[src/rtl/lifting_stage.sv]
// One predict + one update lifting step of the 9/7 DWT on {odd, even} pairs.
// Pipeline H (pending beat) -> P (odd' and even) -> O (output); stages move together on en.
`timescale 1ns/1ps
module lifting_stage #(
  parameter int DataWidth = 16,
  parameter int CoefWidth = 16,
  parameter int CoefPoint = 12,
  parameter int Lanes     = 1
) (
  input  logic                           clk_i,
  input  logic                           rst_i,
  input  logic [CoefWidth-1:0]           coef_a_i,
  input  logic [CoefWidth-1:0]           coef_b_i,
  output logic                           s_ready_o,
  input  logic                           s_valid_i,
  input  logic                           s_sof_i,
  input  logic                           s_eol_i,
  input  logic [Lanes*2*DataWidth-1:0]   s_data_i,
  input  logic                           m_ready_i,
  output logic                           m_valid_o,
  output logic                           m_sof_o,
  output logic                           m_eol_o,
  output logic [Lanes*2*DataWidth-1:0]   m_data_o,
  output logic                           ovf_o
);

  localparam int PW = DataWidth + CoefWidth + 1;
  localparam int AW = PW + 1;

  typedef logic signed [DataWidth-1:0] samp_t;
  typedef logic signed [CoefWidth-1:0] coef_t;

  // rnd(c * (x + y)): round half up, then arithmetic shift out the coefficient fraction.
  function automatic logic signed [AW-1:0] lift_term(input samp_t x, input samp_t y,
                                                     input coef_t c);
    logic signed [DataWidth:0] s;
    logic signed [AW-1:0]      p;
    s = (DataWidth+1)'(x) + (DataWidth+1)'(y);
    p = AW'(s) * AW'(c);
    p = p + (AW'(1) <<< (CoefPoint-1));
    return p >>> CoefPoint;
  endfunction

  // Returns {saturated, value}.
  function automatic logic [DataWidth:0] sat_add(input samp_t x, input logic signed [AW-1:0] t);
    logic signed [AW-1:0] s;
    logic                 hi_ones;
    logic                 hi_zeros;
    s        = AW'(x) + t;
    hi_ones  = &s[AW-1:DataWidth-1];
    hi_zeros = ~|s[AW-1:DataWidth-1];
    if (hi_ones | hi_zeros) return {1'b0, s[DataWidth-1:0]};
    return {1'b1, s[AW-1], {(DataWidth-1){~s[AW-1]}}};
  endfunction

  logic w_en, w_accept, w_p_fire;

  logic  r_line_start;
  coef_t r_coef_a, r_coef_b;

  logic  r_h_valid, r_h_sof, r_h_eol, r_h_first;
  coef_t r_h_coef_a, r_h_coef_b;
  samp_t r_h_odd [Lanes];
  samp_t r_h_even [Lanes];

  logic  r_p_valid, r_p_sof, r_p_eol, r_p_first, r_p_ovf;
  coef_t r_p_coef_b;
  samp_t r_p_odd [Lanes];
  samp_t r_p_even [Lanes];

  samp_t r_prev_odd [Lanes];
  logic  r_m_valid, r_m_sof, r_m_eol, r_ovf;
  logic [Lanes*2*DataWidth-1:0] r_m_data;

  samp_t w_in_odd [Lanes];
  samp_t w_in_even [Lanes];
  samp_t w_pred_odd [Lanes];
  samp_t w_prev_odd [Lanes];
  samp_t w_upd_even [Lanes];
  logic [Lanes-1:0] w_pred_ovf, w_upd_ovf;
  logic [Lanes*2*DataWidth-1:0] w_o_data;

  assign w_en      = !r_m_valid | m_ready_i;
  assign s_ready_o = w_en & rst_i;
  assign w_accept  = s_valid_i & s_ready_o;
  // An eol beat needs no successor, so it leaves H without waiting for new input.
  assign w_p_fire  = w_en & r_h_valid & (w_accept | r_h_eol);

  always_comb begin
    w_pred_ovf = '0;
    w_upd_ovf  = '0;
    w_o_data   = '0;
    for (int l = 0; l < Lanes; l++) begin
      w_in_even[l] = samp_t'(s_data_i[2*DataWidth*l +: DataWidth]);
      w_in_odd[l]  = samp_t'(s_data_i[2*DataWidth*l + DataWidth +: DataWidth]);
      {w_pred_ovf[l], w_pred_odd[l]} = sat_add(r_h_odd[l],
          lift_term(r_h_even[l], r_h_eol ? r_h_even[l] : w_in_even[l], r_h_coef_a));
      w_prev_odd[l] = r_p_first ? r_p_odd[l] : r_prev_odd[l];
      {w_upd_ovf[l], w_upd_even[l]} = sat_add(r_p_even[l],
          lift_term(w_prev_odd[l], r_p_odd[l], r_p_coef_b));
      w_o_data[2*DataWidth*l +: DataWidth]             = w_upd_even[l];
      w_o_data[2*DataWidth*l + DataWidth +: DataWidth] = r_p_odd[l];
    end
  end

  // Holding stage; each beat carries the coefficients of its own frame down the pipe.
  always_ff @(posedge clk_i or negedge rst_i) begin
    if (!rst_i) begin
      r_line_start <= 1'b1;
      r_coef_a     <= '0;
      r_coef_b     <= '0;
      r_h_valid    <= 1'b0;
      r_h_sof      <= 1'b0;
      r_h_eol      <= 1'b0;
      r_h_first    <= 1'b0;
      r_h_coef_a   <= '0;
      r_h_coef_b   <= '0;
      for (int l = 0; l < Lanes; l++) begin
        r_h_odd[l]  <= '0;
        r_h_even[l] <= '0;
      end
    end else if (w_accept) begin
      r_line_start <= s_eol_i;
      if (s_sof_i) begin
        r_coef_a <= coef_a_i;
        r_coef_b <= coef_b_i;
      end
      r_h_valid  <= 1'b1;
      r_h_sof    <= s_sof_i;
      r_h_eol    <= s_eol_i;
      r_h_first  <= r_line_start | s_sof_i;
      r_h_coef_a <= s_sof_i ? coef_t'(coef_a_i) : r_coef_a;
      r_h_coef_b <= s_sof_i ? coef_t'(coef_b_i) : r_coef_b;
      for (int l = 0; l < Lanes; l++) begin
        r_h_odd[l]  <= w_in_odd[l];
        r_h_even[l] <= w_in_even[l];
      end
    end else if (w_p_fire) begin
      r_h_valid <= 1'b0;
    end
  end

  always_ff @(posedge clk_i or negedge rst_i) begin
    if (!rst_i) begin
      r_p_valid  <= 1'b0;
      r_p_sof    <= 1'b0;
      r_p_eol    <= 1'b0;
      r_p_first  <= 1'b0;
      r_p_ovf    <= 1'b0;
      r_p_coef_b <= '0;
      for (int l = 0; l < Lanes; l++) begin
        r_p_odd[l]  <= '0;
        r_p_even[l] <= '0;
      end
    end else if (w_en) begin
      r_p_valid <= w_p_fire;
      if (w_p_fire) begin
        r_p_sof    <= r_h_sof;
        r_p_eol    <= r_h_eol;
        r_p_first  <= r_h_first;
        r_p_ovf    <= |w_pred_ovf;
        r_p_coef_b <= r_h_coef_b;
        for (int l = 0; l < Lanes; l++) begin
          r_p_odd[l]  <= w_pred_odd[l];
          r_p_even[l] <= r_h_even[l];
        end
      end
    end
  end

  // Output stage; ovf is a single-cycle pulse even when the beat is held by backpressure.
  always_ff @(posedge clk_i or negedge rst_i) begin
    if (!rst_i) begin
      r_m_valid <= 1'b0;
      r_m_sof   <= 1'b0;
      r_m_eol   <= 1'b0;
      r_m_data  <= '0;
      r_ovf     <= 1'b0;
      for (int l = 0; l < Lanes; l++) r_prev_odd[l] <= '0;
    end else if (w_en) begin
      r_m_valid <= r_p_valid;
      r_ovf     <= r_p_valid & (r_p_ovf | (|w_upd_ovf));
      if (r_p_valid) begin
        r_m_sof  <= r_p_sof;
        r_m_eol  <= r_p_eol;
        r_m_data <= w_o_data;
        for (int l = 0; l < Lanes; l++) r_prev_odd[l] <= r_p_odd[l];
      end
    end else begin
      r_ovf <= 1'b0;
    end
  end

  assign m_valid_o = r_m_valid;
  assign m_sof_o   = r_m_sof;
  assign m_eol_o   = r_m_eol;
  assign m_data_o  = r_m_data;
  assign ovf_o     = r_ovf;

endmodule

[config.mk]
export PLATFORM = sky130hd
export DESIGN_NAME = lifting_stage
export DESIGN_NICKNAME = d
export VERILOG_FILES = /design/src/rtl/lifting_stage.sv
export SDC_FILE = /design/constraint.sdc
export NUM_CORES = 2
export LEC_CHECK = 0
export ABC_AREA = 1
export CAP_MARGIN = 30
export CORE_UTILIZATION = 37
export DETAILED_ROUTE_END_ITERATION = 12
export PLACE_DENSITY_LB_ADDON = 0.3
export SKIP_LAST_GASP = 1
export SYNTH_ARGS = -nofsm -noshare
export SYNTH_HDL_FRONTEND = slang
export SYNTH_SLANG_ARGS = --single-unit
export TNS_END_PERCENT = 1
[constraint.sdc]
create_clock -name clk_i -period 11.5 [get_ports clk_i]
set_input_delay 1.725 -clock clk_i [delete_from_list [all_inputs] [get_ports clk_i]]
set_output_delay 1.725 -clock clk_i [all_outputs]
set_load 0.02 [all_outputs]
### Word level (Yosys, flattened, before mapping)

Index checks and enable logic that the tools add are counted.

* flip-flop bits (word level): 174
* input port bits: 70
* output and inout bits: 37
* logic and storage cells: 68

* add/subtract/negate cells: 6
* multipliers: 2
* multiplexer cells: 13
* bitwise logic cells: 13
* reductions and logical operators: 11

Operators by type and width (count)
* 33-bit by 13-bit adder with 34-bit output, second input constant: 2
* 17-bit 2-to-1 mux: 4
* 17-bit by 16-bit multiplier with 33-bit output: 2
* 16-bit 2-to-1 mux: 4
* 16-bit by 22-bit adder with 23-bit output: 2
* 19-bit AND reduction: 2
* 19-bit OR reduction: 2
* 16-bit by 16-bit adder with 17-bit output: 2
* 1-bit OR: 6
* 2-bit AND reduction: 3
* 1-bit bitwise AND: 5
* 1-bit 2-to-1 mux: 5
* 1-bit zero test: 3
* 1-bit inverter: 2
* 2-bit nonzero test: 1

### Depth between registers and ports, before layout

* depth in word-level cells: 13
* mapped depth: 59
* depth with buffers taken out: 56

### Worst setup path before layout

No wires, ideal clock.

* path type: input-to-reg
* from: input s_data_i[0]
* to: register r_p_odd[11] (netlist name)
* setup time: 117 ps
* data arrival time: 9811 ps
* required time: 11383 ps
* setup slack: 1572 ps
* cell stages on the path: 50
* path buffers: 1
* cells stage by stage: inv_1 o21ai_0 ha_1 fa_1 nand3_1 nand2_1 nand2_1 nand2_1 a21oi_1 o21ai_0 nand3_1 nand2_1 nand2_1 nand2_2 nor2_1 inv_1 fa_1 fa_1 [14 not listed] xor2_1 ha_1 nand2_1 nor2_1 nand2_1 nor2_1 nand2_1 nand3_1 nand2_1 nand2_1 nand2_1 nor2_1 nand2_2 nand3_2 buf_6 nand2_1 nand2_1 nand2_1

* word-level cells in the longest chain between the ends: 10
* elaborated cells on any way between the ends: 13
* those cells by class: 3 x add/sub; 1 x mul; 4 x mux; 2 x bitwise; 3 x reduce/logical

Ends and longest elaborated chain
* start: declaration: RTL line 18 `input logic [Lanes*2*DataWidth-1:0] s_data_i,`
* 16-bit 2-to-1 mux *: RTL line 97 `lift_term(r_h_even[l], r_h_eol ? r_h_even[l] : w_in_even[l], r_h_coef_a));`
* 16-bit by 16-bit adder with 17-bit output *: RTL line 38 `s = (DataWidth+1)'(x) + (DataWidth+1)'(y);`
* 17-bit by 16-bit multiplier with 33-bit output *: RTL line 39 `p = AW'(s) * AW'(c);`
* 33-bit by 13-bit adder with 34-bit output *: RTL line 40 `p = p + (AW'(1) <<< (CoefPoint-1));`
* 16-bit by 22-bit adder with 23-bit output *: RTL line 49 `s = AW'(x) + t;`
* 19-bit OR reduction: RTL line 51 `hi_zeros = ~|s[AW-1:DataWidth-1];`
* 1-bit zero test: RTL line 51
* 1-bit OR: RTL line 52 `if (hi_ones | hi_zeros) return {1'b0, s[DataWidth-1:0]};`
* 1-bit 2-to-1 mux: RTL line 52
* 17-bit 2-to-1 mux *: RTL line 53 `return {1'b1, s[AW-1], {(DataWidth-1){~s[AW-1]}}};`
* end signal: indexed assignment: RTL line 164 `r_p_odd[l] <= w_pred_odd[l];`
* end: declaration: RTL line 68 `samp_t r_p_odd [Lanes];`

Every way passes the cells marked *; elsewhere a longest branch is shown, timed or not. The select of a mux whose other input is x is not followed.
A chain may end at the register's enable or synchronous reset.

### Worst setup path in the final report

* from: input s_data_i[1]
* to: register r_p_odd[8] (netlist name)

The elaborated chain is that of the path after synthesis.

==> summary.md <==
| Metric | Value |
|---|---|
| Clk buf depth | 2 |
| Fmax | 93.2 MHz |
| Required time of the critical path | 11.90 ns |
| Die ar. | 88000 µm² |
| WHS Path Cells | 2 |
| Ys async rst share | 100% |
| CTS tree | yes |
| Sequential fraction of the synthesis area | 12.3% |
| Period minus WS final | 10.73 ns |
| Final Wtd Congestion | 0.918 |
| DRC Markers | 0 |
| Worst slew pin tran | 0.925 ns |
| 1st-iter DRT viols | 1638 |
| Worst Setup Start Kind | primary input |
| Worst hold slack | 0.483 ns |
| Nets | 5205 |
| Top_reg_cell synth | dfrtp_1 |
| CP peak stage delay | 0.57 ns |
| Clk_lat worst skew | 0.52 ns |
| Clk sinks | 158 |
| DRT Pass-1 Iters | 7 |
| Hold Path Class | flop to flop |
| Slowest cell on crit path | fa_1 |
| CP Capture Type | flop |
| Register area | 3960 µm² |
| Routed vias/inst | 4.84 |
| Worst Skew | 0.0265 ns |
| Met1 global-route usage | 27.9% |
| Number of enable flip-flop cells after synthesis | 0 |
| Final worst slack | 0.768 ns |
| Core area | 85500 µm² |
| Relative slew slack | 38.2% |
| Setup bufs post-CTS | 0 |
| Clock Pin Slew Worst Setup and Hold Paths | 0.07 ns |
| Die X | 297 µm |
| Status | finished clean |
| CTS root buffer | clkbuf_16 |
| Final Hold Vio Count | 0 |
| CP Max Fanout | 15 |
| Initial antenna violation count | 1 |
| Synth cell types | 51 |
| Number of max-cap violations | 0 |
| H-tree depth | 4 |
| CP arrival | 11.13 ns |
| R2r worst-path depth | 44 |
| Number of synthesized register bits | 158 |
| Final period util | 93.3% |
| Diode count | 0 |
| Avg WL per Cell | 16.8 µm |
| Area grow syn2layout | 11.2% |
| Post-Layout Cell Count | 5495 |
| Via count | 26600 |
| Syn nets | 5065 |
| Row cnt | 107 |
| Dpl hpwl | 78200 µm |
| Area after DPL | 35100 µm² |
| Port Buffers | 106 |
| Met2 GRT Util | 38.4% |
| Post-Place Worst Slack | 0.0384 ns |
| Delay-heaviest family, CP | adder cells |
| Placed instance count | 5464 |
| # resized after CTS | 0 |
| # IOs | 107 |
| Footprint of the multi-input gates | 24000 µm² |
| Mapped cell area | 32100 µm² |
| Synth warn | 0 |
| Global route overflow | 0 |
| Crit path kind | primary input to flop |
| Cell mode on critical path | nand2_1 |
| Final WL | 92600 µm |
| Vias in the first global route | 27500 |
| Syn Area/Cell | 7.65 µm² |
| M3 GR Usage | 2.53% |
| Fillers | 8872 |
| CTS Buf Count | 17 |
| Worst path depth | 46 |
| First-pass GRT wire length | 149000 µm |
| Share of layout cells above drive strength 1 | 5.52% |
| Final ANT Viol Nets | 0 |
| Initial Util | 37.5% |
| Sum of buffers and inverters on the critical path | 8 |
| Largest net degree at the start of global routing | 66 |
| Finished Cell Area | 35700 µm² |
| # setup viols final | 0 |
| GR peak layer | met2 |
| Cells after Synth | 4199 |
| Slew Limit Fails | 0 |
| DIE HEIGHT | 297 µm |
| Post-CTS Hold Fix Bufs | 0 |
| GR Util All Layers | 22.1% |
## worst paths after layout
check                                  from     endpoint  slack (ns)
worst max register to register    r_p_first  m_data_o[1]        0.99
worst max-delay path            s_data_i[1]   r_p_odd[8]        0.77
worst min-delay path                r_h_sof      r_p_sof        0.48
min in group asynchronous             rst_i  r_h_even[9]        1.22
worst min register to register      r_h_sof      r_p_sof        0.48
max in group asynchronous             rst_i  r_h_odd[12]        8.53
## per-layer routing
layer,vias up,part of all wire [%]
met5,-,0
met4,0,3.9
met3,183,4.8
met2,665,49
met1,13000,42
li1,12700,-
## cell families after synthesis
kind of cell / count (synthesis) / synth area share, %
AOI/OAI and AO/OA: 390 / 6.64
muxes: 14 / 0.491
adders and majority gates: 796 / 44.1
DFF: 158 / 12.3
and+or+nand+nor: 1634 / 20.4
xor gates and xnor gates: 111 / 3.03
buffers and inverters: 1096 / 13.0
## synth_stat cells (all sizes together) (6+ instances only)
cell	instances	share of area, %
nand3b	9	0.25
dfrtp	157	12
xnor2	39	1.1
buf	25	0.46
fa	560	35
mux2	14	0.49
o21a	7	0.16
nand4	25	0.49
nor3	22	0.34
nand2	1048	12
nor2	416	5.0
a31oi	19	0.37
ha	236	9.2
inv	983	11
or2	28	0.55
a21oi	196	3.2
clkinv	14	0.16
clkbuf	74	0.87
nand3	78	1.3
xor2	72	2.0
a21o	6	0.14
o21ai	137	2.1
o21bai	6	0.14
## worst register-to-register path, delay by kind of cell (launching register included)
| family | cells | cell delay [ns] |
|---|---|---|
| compound gates | 9 | 2.11 |
| xor+xnor | 1 | 0.22 |
| fa+ha+maj | 9 | 4.67 |
| buf+inv | 7 | 0.71 |
| flops | 1 | 0.61 |
| simple gates | 18 | 2.06 |
## area by class of cell
| class | count | share of cell area (%) |
|---|---|---|
| Multi-Input combinational cell | 2945 | 67.3 |
| Timing Repair Buffer | 220 | 5.45 |
| Sequential cell | 158 | 11.1 |
| Clock buffer | 22 | 1.30 |
| Clock inverter | 9 | 0.382 |
| Tap cell | 1144 | 4.01 |
| Inverter | 997 | 10.5 |
## stage by stage
stage	TNS [ns]	util (%)
floorplan	0	-
global placement	0	41.0
detailed placement	0	41.0
CTS	0	41.7
global route	-0.0112	41.7
finish	0	41.7
## sequential cells by signal (all words and copies together) (netlist names), 16 cells and up
register,cells
m_data_o,16
r_h_coef_a,16
r_h_coef_b,16
r_h_even,16
r_h_odd,16
r_p_coef_b,16
r_p_even,16
r_p_odd,16
r_prev_odd,16
## cells in the final DEF (no fill, tap or decap), types with 24 or more instances in the layout
| cell | netlist | routed |
|---|---|---|
| a21oi_1 | 186 | 185 |
| nor2_1 | 404 | 402 |
| clkdlybuf4s50_1 | 0 | 105 |
| inv_1 | 978 | 977 |
| xor2_1 | 72 | 72 |
| nand2_1 | 1035 | 1033 |
| or2_2 | 24 | 24 |
| o21ai_0 | 130 | 129 |
| nand4_1 | 25 | 25 |
| buf_4 | 2 | 112 |
| ha_1 | 236 | 235 |
| xnor2_1 | 39 | 39 |
| nand3_1 | 73 | 73 |
| dfrtp_1 | 157 | 157 |
| fa_1 | 560 | 559 |
Power is not shown: default switching activity piles up to over one toggle a cycle in this logic, so the estimate is an artifact.
